===== config.mk =====
export PLATFORM = sky130hd
export DESIGN_NAME = frame_scheduler
export DESIGN_NICKNAME = d
export VERILOG_FILES = /design/src/rtl/frame_sched_pkg.sv /design/src/rtl/frame_tick_gen.sv /design/src/rtl/frame_scheduler.sv
export SDC_FILE = /design/constraint.sdc
export NUM_CORES = 1
export LEC_CHECK = 0
export CELL_PAD_IN_SITES_DETAIL_PLACEMENT = 0
export CELL_PAD_IN_SITES_GLOBAL_PLACEMENT = 2
export CORE_AREA = 2 2 87 89
export DETAILED_ROUTE_END_ITERATION = 10
export DIE_AREA = 0 0 89 91
export DONT_BUFFER_PORTS = 1
export HOLD_SLACK_MARGIN = 0.05
export PLACE_DENSITY_LB_ADDON = 0.1
export SLEW_MARGIN = 20
export SYNTH_ARGS = -nofsm -noshare
export SYNTH_HDL_FRONTEND = slang
export SYNTH_HIERARCHICAL = 1
export SYNTH_SLANG_ARGS = --single-unit

===== constraint.sdc =====
create_clock -name clk -period 6.4 [get_ports clk]
set_clock_uncertainty 0.15 [all_clocks]
set_input_delay 1.28 -clock clk [delete_from_list [all_inputs] [get_ports clk]]
set_output_delay 1.28 -clock clk [all_outputs]
set_load 0.01 [all_outputs]

===== src/rtl/frame_sched_pkg.sv =====
// Shared types and constants for the frame scheduler: FSM state encoding,
// the driver idle code and counter widths.
package frame_sched_pkg;

    typedef enum logic [2:0] {
        StIdle   = 3'd0,
        StSwap   = 3'd1,
        StArm    = 3'd2,
        StWaitGo = 3'd3,
        StScan   = 3'd4,
        StDone   = 3'd5
    } sched_state_e;

    // Driver state code meaning "halted / idle".
    localparam logic [2:0] DRV_HALT_DEFAULT = 3'd7;

    localparam int unsigned FRAME_CNT_W = 16;
    localparam int unsigned DROP_CNT_W  = 8;

    // Bits needed for a counter that holds 0 .. n-1 (at least one bit).
    function automatic int unsigned cnt_width(input int unsigned n);
        if (n <= 2) begin
            return 1;
        end
        return $clog2(n);
    endfunction

endpackage


===== src/rtl/frame_tick_gen.sv =====
// Free-running frame period counter. Emits a one-cycle tick at the last
// count of every period, independent of any enable.
module frame_tick_gen
    import frame_sched_pkg::*;
#(
    parameter int unsigned FRAME_PERIOD = 1000000
) (
    input  logic clk,
    input  logic rst,
    output logic tick_o
);

    localparam int unsigned CNT_W = cnt_width(FRAME_PERIOD);
    localparam logic [CNT_W-1:0] CNT_LAST = CNT_W'(FRAME_PERIOD - 1);

    logic [CNT_W-1:0] cnt_q;

    // Count 0 .. FRAME_PERIOD-1 and wrap.
    always_ff @(posedge clk or posedge rst) begin
        if (rst) begin
            cnt_q <= '0;
        end else if (cnt_q == CNT_LAST) begin
            cnt_q <= '0;
        end else begin
            cnt_q <= cnt_q + CNT_W'(1);
        end
    end

    assign tick_o = (cnt_q == CNT_LAST);

endmodule


===== src/rtl/frame_scheduler.sv =====
// Frame scheduler: kicks the LCD driver once per frame tick, watches its
// state output for scan completion or timeout, and runs the double-buffer
// handshake with game logic (upd_req_o / upd_ack_i).
//
// Optional build macro FRAME_SCHED_STATS_EN: when defined, drop_cnt_o counts
// frames that were repeated because the back buffer was not ready
// (saturating, cleared by clr_i). When undefined drop_cnt_o is tied to 0.
module frame_scheduler
    import frame_sched_pkg::*;
#(
    parameter int unsigned FRAME_PERIOD    = 1000000,
    parameter int unsigned START_PULSE_LEN = 4,
    parameter int unsigned DRV_TIMEOUT     = 65536,
    parameter logic [2:0]  DRV_HALT        = DRV_HALT_DEFAULT
) (
    input  logic                   clk,
    input  logic                   rst,
    input  logic                   enable_i,
    input  logic                   clr_i,
    input  logic [2:0]             drv_state_i,
    output logic                   drv_start_o,
    output logic                   buf_sel_o,
    output logic                   upd_req_o,
    input  logic                   upd_ack_i,
    output logic                   busy_o,
    output logic [FRAME_CNT_W-1:0] frame_cnt_o,
    output logic                   overrun_o,
    output logic                   timeout_o,
    output logic [DROP_CNT_W-1:0]  drop_cnt_o
);

    // One phase counter serves both the start pulse length and the timeout.
    localparam int unsigned PH_MAX =
        (DRV_TIMEOUT > START_PULSE_LEN) ? DRV_TIMEOUT : START_PULSE_LEN;
    localparam int unsigned PH_W = cnt_width(PH_MAX);
    localparam logic [PH_W-1:0] PULSE_LAST   = PH_W'(START_PULSE_LEN - 1);
    localparam logic [PH_W-1:0] TIMEOUT_LAST = PH_W'(DRV_TIMEOUT - 1);

    sched_state_e state_q, state_d;

    logic                   tick;
    logic [PH_W-1:0]        phase_cnt_q;
    logic                   buf_sel_q;
    logic                   upd_req_q;
    logic                   back_ready_q;
    logic [FRAME_CNT_W-1:0] frame_cnt_q;
    logic                   overrun_q;
    logic                   timeout_q;

    logic drv_halted;
    logic phase_expired;
    logic swap_evt;
    logic done_evt;
    logic timeout_evt;
    logic overrun_evt;

    frame_tick_gen #(
        .FRAME_PERIOD (FRAME_PERIOD)
    ) u_tick_gen (
        .clk    (clk),
        .rst    (rst),
        .tick_o (tick)
    );

    assign drv_halted = (drv_state_i == DRV_HALT);

    // State register.
    always_ff @(posedge clk or posedge rst) begin
        if (rst) begin
            state_q <= StIdle;
        end else begin
            state_q <= state_d;
        end
    end

    // Next-state logic: sequence one scan per accepted tick.
    always_comb begin
        state_d = state_q;
        unique case (state_q)
            StIdle: begin
                if (tick && enable_i) begin
                    state_d = StSwap;
                end
            end
            StSwap: begin
                state_d = StArm;
            end
            StArm: begin
                if (phase_cnt_q == PULSE_LAST) begin
                    state_d = StWaitGo;
                end
            end
            StWaitGo: begin
                if (!drv_halted) begin
                    state_d = StScan;
                end else if (phase_expired) begin
                    state_d = StIdle;
                end
            end
            StScan: begin
                if (drv_halted) begin
                    state_d = StDone;
                end else if (phase_expired) begin
                    state_d = StIdle;
                end
            end
            StDone: begin
                state_d = StIdle;
            end
            default: begin
                state_d = StIdle;
            end
        endcase
    end

    assign phase_expired = (phase_cnt_q == TIMEOUT_LAST);

    // Outputs and one-cycle event strobes decoded from the current state.
    always_comb begin
        drv_start_o = 1'b0;
        busy_o      = 1'b1;
        swap_evt    = 1'b0;
        done_evt    = 1'b0;
        timeout_evt = 1'b0;
        unique case (state_q)
            StIdle:   busy_o      = 1'b0;
            StSwap:   swap_evt    = 1'b1;
            StArm:    drv_start_o = 1'b1;
            StWaitGo: timeout_evt = (state_d == StIdle);
            StScan:   timeout_evt = (state_d == StIdle);
            StDone:   done_evt    = 1'b1;
            default:  busy_o      = 1'b1;
        endcase
        overrun_evt = tick && (state_q != StIdle);
    end

    // Cycles spent in the current state; restarts on every state change.
    always_ff @(posedge clk or posedge rst) begin
        if (rst) begin
            phase_cnt_q <= '0;
        end else if (state_d != state_q) begin
            phase_cnt_q <= '0;
        end else if (state_q inside {StArm, StWaitGo, StScan}) begin
            phase_cnt_q <= phase_cnt_q + PH_W'(1);
        end
    end

    // Buffer swap and game handshake. A swap only happens with back_ready set,
    // which implies upd_req is low, so an ack can never collide with a swap.
    always_ff @(posedge clk or posedge rst) begin
        if (rst) begin
            buf_sel_q    <= 1'b0;
            upd_req_q    <= 1'b1;
            back_ready_q <= 1'b0;
        end else if (swap_evt && back_ready_q) begin
            buf_sel_q    <= ~buf_sel_q;
            back_ready_q <= 1'b0;
            upd_req_q    <= 1'b1;
        end else if (upd_req_q && upd_ack_i) begin
            upd_req_q    <= 1'b0;
            back_ready_q <= 1'b1;
        end
    end

    // Completed-scan counter, wraps naturally.
    always_ff @(posedge clk or posedge rst) begin
        if (rst) begin
            frame_cnt_q <= '0;
        end else if (done_evt) begin
            frame_cnt_q <= frame_cnt_q + FRAME_CNT_W'(1);
        end
    end

    // Sticky error flags; a new event beats a clear in the same cycle.
    always_ff @(posedge clk or posedge rst) begin
        if (rst) begin
            overrun_q <= 1'b0;
            timeout_q <= 1'b0;
        end else begin
            if (overrun_evt) begin
                overrun_q <= 1'b1;
            end else if (clr_i) begin
                overrun_q <= 1'b0;
            end
            if (timeout_evt) begin
                timeout_q <= 1'b1;
            end else if (clr_i) begin
                timeout_q <= 1'b0;
            end
        end
    end

`ifdef FRAME_SCHED_STATS_EN
    logic [DROP_CNT_W-1:0] drop_cnt_q;
    logic                  drop_evt;

    assign drop_evt = swap_evt && !back_ready_q;

    // Repeated-frame counter; an increment beats a clear in the same cycle.
    always_ff @(posedge clk or posedge rst) begin
        if (rst) begin
            drop_cnt_q <= '0;
        end else if (clr_i) begin
            drop_cnt_q <= drop_evt ? DROP_CNT_W'(1) : '0;
        end else if (drop_evt && (drop_cnt_q != {DROP_CNT_W{1'b1}})) begin
            drop_cnt_q <= drop_cnt_q + DROP_CNT_W'(1);
        end
    end

    assign drop_cnt_o = drop_cnt_q;
`else
    assign drop_cnt_o = '0;
`endif

    assign buf_sel_o   = buf_sel_q;
    assign upd_req_o   = upd_req_q;
    assign frame_cnt_o = frame_cnt_q;
    assign overrun_o   = overrun_q;
    assign timeout_o   = timeout_q;

endmodule


After elaboration in Yosys (flattened, before gate mapping)

Cells that the tools add are included.

Bits of input ports: 8
Word-level logic and storage cells: 57
Output and inout port bits: 30
Flip-flop bits (word level): 60

Reductions and logical operators: 13
Multiplexer cells: 21
$add $sub $neg: 3
Bitwise gates (word level): 1
Eq/ne operators: 10

Operators by type and width:

| kind                                                  | number |
|---|---|
| adder 16 x 1 -> 16 bit (second input constant)        | 2 |
| 2-to-1 mux 16 bit                                     | 2 |
| adder 20 x 1 -> 20 bit (second input constant)        | 1 |
| equality test 20 bit (second input constant)          | 1 |
| 2-to-1 mux 20 bit                                     | 1 |
| equality test 16 bit (second input constant)          | 1 |
| equality test 16 x 2 -> 1 bit (second input constant) | 1 |
| 2-to-1 mux 3 bit                                      | 5 |
| one-hot mux 3 bit (5 select lines)                    | 1 |
| 2-to-1 mux 1 bit                                      | 12 |
| equality test 3 bit (second input constant)           | 3 |
| nonzero test 2 bit                                    | 4 |
| equality test 3 x 2 -> 1 bit (second input constant)  | 2 |
| logical NOT 3 bit                                     | 2 |
| nonzero test 3 bit                                    | 2 |
| logical AND 1 bit                                     | 4 |
| equality test 3 x 1 -> 1 bit (second input constant)  | 1 |
| != test 3 bit                                         | 1 |
| OR reduction 2 bit                                    | 1 |
| inverter 1 bit                                        | 1 |

Longest topological paths before layout

Depth in word-level cells: 7
Mapped depth: 11
Depth with buffers taken out: 9

Modules after synthesis

Netlist, hierarchy kept.

Modules (own cells, without submodules):

| module          | sequential area each (um^2) | cells an instance | instances | area an instance (um^2) |
|---|---|---|---|---|
| frame_scheduler | 1002.2                      | 206               | 1         | 2052.0 |
| frame_tick_gen  | 500.5                       | 96                | 1         | 972.2 |

Worst setup path before layout

No wires, ideal clock.

Path kind: register -> register
Start point: register u_tick_gen.cnt_q[11]
End point: register phase_cnt_q[5]
Arrival time: 2227 ps
Clock period less this slack: 2496 ps
Path buffers: 2
Path slack: 3904 ps
Data required time: 6131 ps
Stages on the path, launching flop included: 11
Setup time: 119 ps
Path through: dfrtp_1 -> or4b_1 -> or3_1 -> nor3_2 -> buf_6 -> nand3b_1 -> a21boi_0 -> a41oi_1 -> o2111ai_2 -> buf_6 -> nor2_1

Longest elaborated chain between the ends: 6
Elaborated cells on any way between the ends: 7
Those cells by class: eq/ne: 2; mux: 3; reduce/logical: 2

Ends and longest elaborated chain:

| what                                                           | line                   | source |
|---|---|---|
| start: declaration                                             | frame_tick_gen.sv:16   | `logic [CNT_W-1:0] cnt_q;` |
| start signal: assignment                                       | frame_tick_gen.sv:25   | `cnt_q <= cnt_q + CNT_W'(1);` |
| equality test 20 bit *                                         | frame_tick_gen.sv:29   | `assign tick_o = (cnt_q == CNT_LAST);` |
| via tick                                                       | frame_scheduler.sv:41  | `logic tick;` |
| logical AND 1 bit *                                            | frame_scheduler.sv:81  | `if (tick && enable_i) begin` |
| 2-to-1 mux 3 bit *                                             | frame_scheduler.sv:81  |  |
| one-hot mux 3 bit (5 select lines) *                           | frame_scheduler.sv:79  | `unique case (state_q)` |
| != test 3 bit *                                                | frame_scheduler.sv:141 | `end else if (state_d != state_q) begin` |
| 2-to-1 mux 16 bit / nonzero test 2 bit (equally long branches) | -                      |  |
| end signal: assignment                                         | frame_scheduler.sv:144 | `phase_cnt_q <= phase_cnt_q + PH_W'(1);` |
| end: declaration                                               | frame_scheduler.sv:42  | `logic [PH_W-1:0] phase_cnt_q;` |

The timed path passes the listed nets; every way through them passes the cells marked *.
A chain may end at the register's enable or synchronous reset.

Worst setup path in the final report

Start point: register u_tick_gen.cnt_q[11]
End point: register phase_cnt_q[4]

The elaborated chain is that of the path after synthesis.

==> impl_metrics.py <==
metrics = {
    "run_status": {
        "outcome": "completed",
    },
    "clock_network": {
        "cts_sinks": 60,
        "cts_setup_buffers": 0,
        "cts_tree": "yes",
        "clkLatencyLatePin_ns": 0.33,
        "cts_buffers": 9,
        "clk_path_buf_depth": 2,
        "clockRootBuffer": "clkbuf_8",
        "path_clk_slew_ns": 0.07,
        "cts_hold_buf": 0,
        "cts_max_level": 3,
        "cts_resized": 0,
    },
    "power": {
        "p_per_area_nw_per_um2": 300,
        "vdd_drop_max_mv": 0.114,
        "power_mw": 0.991,
        "leakagePower_nw": 1.44,
    },
    "synthesis": {
        "avgSynthCellArea_um2": 10.0,
        "yosysMostFrequentCell": "dfrtp_1",
        "yosysWarnings": 6,
        "synth-seq-cells": 60,
        "synth-edff-count": 0,
        "ys_seq_area_share_pct": 49.7,
        "postSynthCellCount": 302,
        "ys_dominant_reg_cell": "dfrtp_1",
        "netlist.area_leader.share_pct": 48.8,
        "netlist_area_um2": 3020,
        "synth.distinct_cells": 49,
        "synth_common_cells": "59 x dfrtp_1, 32 x nand2_1, 31 x nor2_1, 23 x xnor2_1, 21 x xor2_1",
        "async_reset_ff_share_pct": 100,
        "netlist_top_cells_area": "dfrtp_1 49%, xnor2_1 6.7%, xor2_1 6.1%, nand2_1 4.0%, nor2_1 3.8%",
        "synth_top_cell_by_area": "dfrtp_1",
    },
    "grt": {
        "grt_max_degree": 41,
        "track_usage_pct": 16.3,
        "grt_pass1_wl_mm": 10.2,
        "antenna_found_initial": 0,
        "gr-total-overflow": 0,
        "grt_pass1_vias": 2098,
    },
    "sta": {
        "setup_tns_ns": 0,
        "fmax_mhz": 317,
        "slew_violations": 0,
        "relSlewSlack_pct": 46.5,
        "tightest_slew_ns": 0.798,
        "grt_setup_unrepaired": "false",
        "finalSetupViolations": 0,
        "whs_ns": 0.311,
        "finalCriticalPeriod_ns": 3.15,
        "final_hold_viol_count": 0,
        "fin_ws_ns": 3.25,
        "fin_crit_sh_pct": 49.2,
    },
    "worst_setup_path": {
        "crit_slowest_cell": "nor3_2",
        "cp_top_family": "simple AND/OR/NAND/NOR gates",
        "cp_slowest_stage_delay_ns": 0.62,
        "worstSetupStartpointType": "flop",
        "critical_path_class": "flop to flop",
        "cp_max_fo": 16,
        "crit_arrival_ns": 3.19,
        "critPathBufInv": 0,
        "path_cells": "or4b_1 > or3_1 > nor3_2 > nand3b_1 > a21boi_0 > a41oi_1 > o2111ai_2 > nor2_1",
        "required_ns": 6.44,
        "critPathCaptureType": "flop",
    },
    "drt": {
        "routed_wl_mm": 5.94,
        "vias": 2089,
        "vias_per_cell": 5.11,
        "first_pass_iters": 4,
        "drcViolationCount": 0,
        "drt_iter0_drc": 43,
        "ant_nets": 0,
        "routedWlPerCell_um": 14.5,
    },
    "layout": {
        "fin_nets": 316,
        "fin_cells": 409,
        "fillerInstances": 720,
        "antenna_cells": 0,
        "areaGrowthSynthToFinish_pct": 9.02,
        "final_util_pct": 46.2,
        "fin_area_um2": 3300,
        "drive_above_1_share_pct": 10.3,
    },
    "placement": {
        "dp_hpwl_mm": 4.14,
        "port_buffers": 0,
        "gp_congestion": 0.728,
        "dpl_worst_slack_ns": 3.19,
        "placed_cells_incl_taps": 393,
        "place_area_um2": 3060,
    },
    "die": {
        "io_pins": 38,
        "fp.dieArea_um2": 8100,
        "start_util_pct": 42.4,
        "core_um2": 7140,
        "die_h_um": 91,
        "placementRows": 31,
        "die_x_um": 89,
    },
    "worst_hold_path": {
        "hold_path.class": "flop to flop",
    },
    "flow_run": {
        "max_cap_violations": 0,
    },
}
[worst paths after layout]
| check | slack, ns | cells after the start | to | startpoint |
|---|---|---|---|---|
| max | 3.25 | 8 | phase_cnt_q[4] | u_tick_gen/cnt_q[11] |
| max reg2reg | 3.25 | 8 | phase_cnt_q[4] | u_tick_gen/cnt_q[11] |
| min reg2reg | 0.31 | 1 | u_tick_gen/cnt_q[0] | u_tick_gen/cnt_q[0] |
| max in group asynchronous | 4.79 | 1 | u_tick_gen/cnt_q[10] | rst |
| min | 0.31 | 1 | u_tick_gen/cnt_q[0] | u_tick_gen/cnt_q[0] |
| min in group asynchronous | 0.80 | 2 | frame_cnt_o[15] | rst |
[where the power goes]
group / switching [mW] / leakage [nW] / internal, mW
sequential: 0.0474 / 0.809 / 0.408
clock: 0.147 / 0.122 / 0.250
combinational: 0.0861 / 0.510 / 0.0514
total: 0.281 / 1.44 / 0.710
[sequential cells by signal (all words and copies together), names as in the netlist]
signal / cells
back_ready_q: 1
buf_sel_o: 1
frame_cnt_o: 16
overrun_o: 1
phase_cnt_q: 16
state_q: 3
timeout_o: 1
u_tick_gen/cnt_q: 20
upd_req_o: 1
[kinds of logic (layout without fill, tap and decap cells)]
group / after synthesis / after routing / share of synthesized area (%)
AND/OR/NAND/NOR: 141 / 141 / 24.9
flip-flops: 60 / 60 / 49.7
XOR/XNOR: 44 / 44 / 12.7
buffers and inverters: 28 / 29 / 5.46
AO/OA/AOI/OAI: 25 / 25 / 5.88
adder cells (fa/ha/maj): 3 / 3 / 1.24
other: 1 / 8 / 0.124
[routing by layer]
metal	track usage [%]	wire (um)	vias to the layer above
met2	21.8	2430	53
li1	-	-	1027
met5	0	0	-
met3	5.00	418	14
met4	7.09	133	0
met1	24.2	2960	995
[cell usage in the layout (no fill, tap or decap), types with 3 or more instances in the layout]
master,n
dfrtp_1,59
nor2_1,31
o31ai_1,3
nand2_1,32
conb_1,8
nor4_1,5
nor3_2,3
nand3_1,20
clkbuf_8,12
xor2_1,21
or4_1,3
inv_1,12
xnor2_1,23
o21ai_0,6
or3_1,3
and3_1,5
a21oi_1,7
nand4_1,18
ha_1,3
[cell type report]
| type | instances | area [um2] | area share [%] |
|---|---|---|---|
| sequential | 60 | 1500 | 45.6 |
| multi-input combinational | 221 | 1380 | 41.9 |
| clock buffer | 12 | 165 | 5.01 |
| tap | 99 | 124 | 3.76 |
| clock inverter | 4 | 70.1 | 2.13 |
| inverter | 12 | 45.0 | 1.37 |
| timing repair buffer | 1 | 7.51 | 0.228 |
No activity file was read; power rests on OpenSTA's default activity.
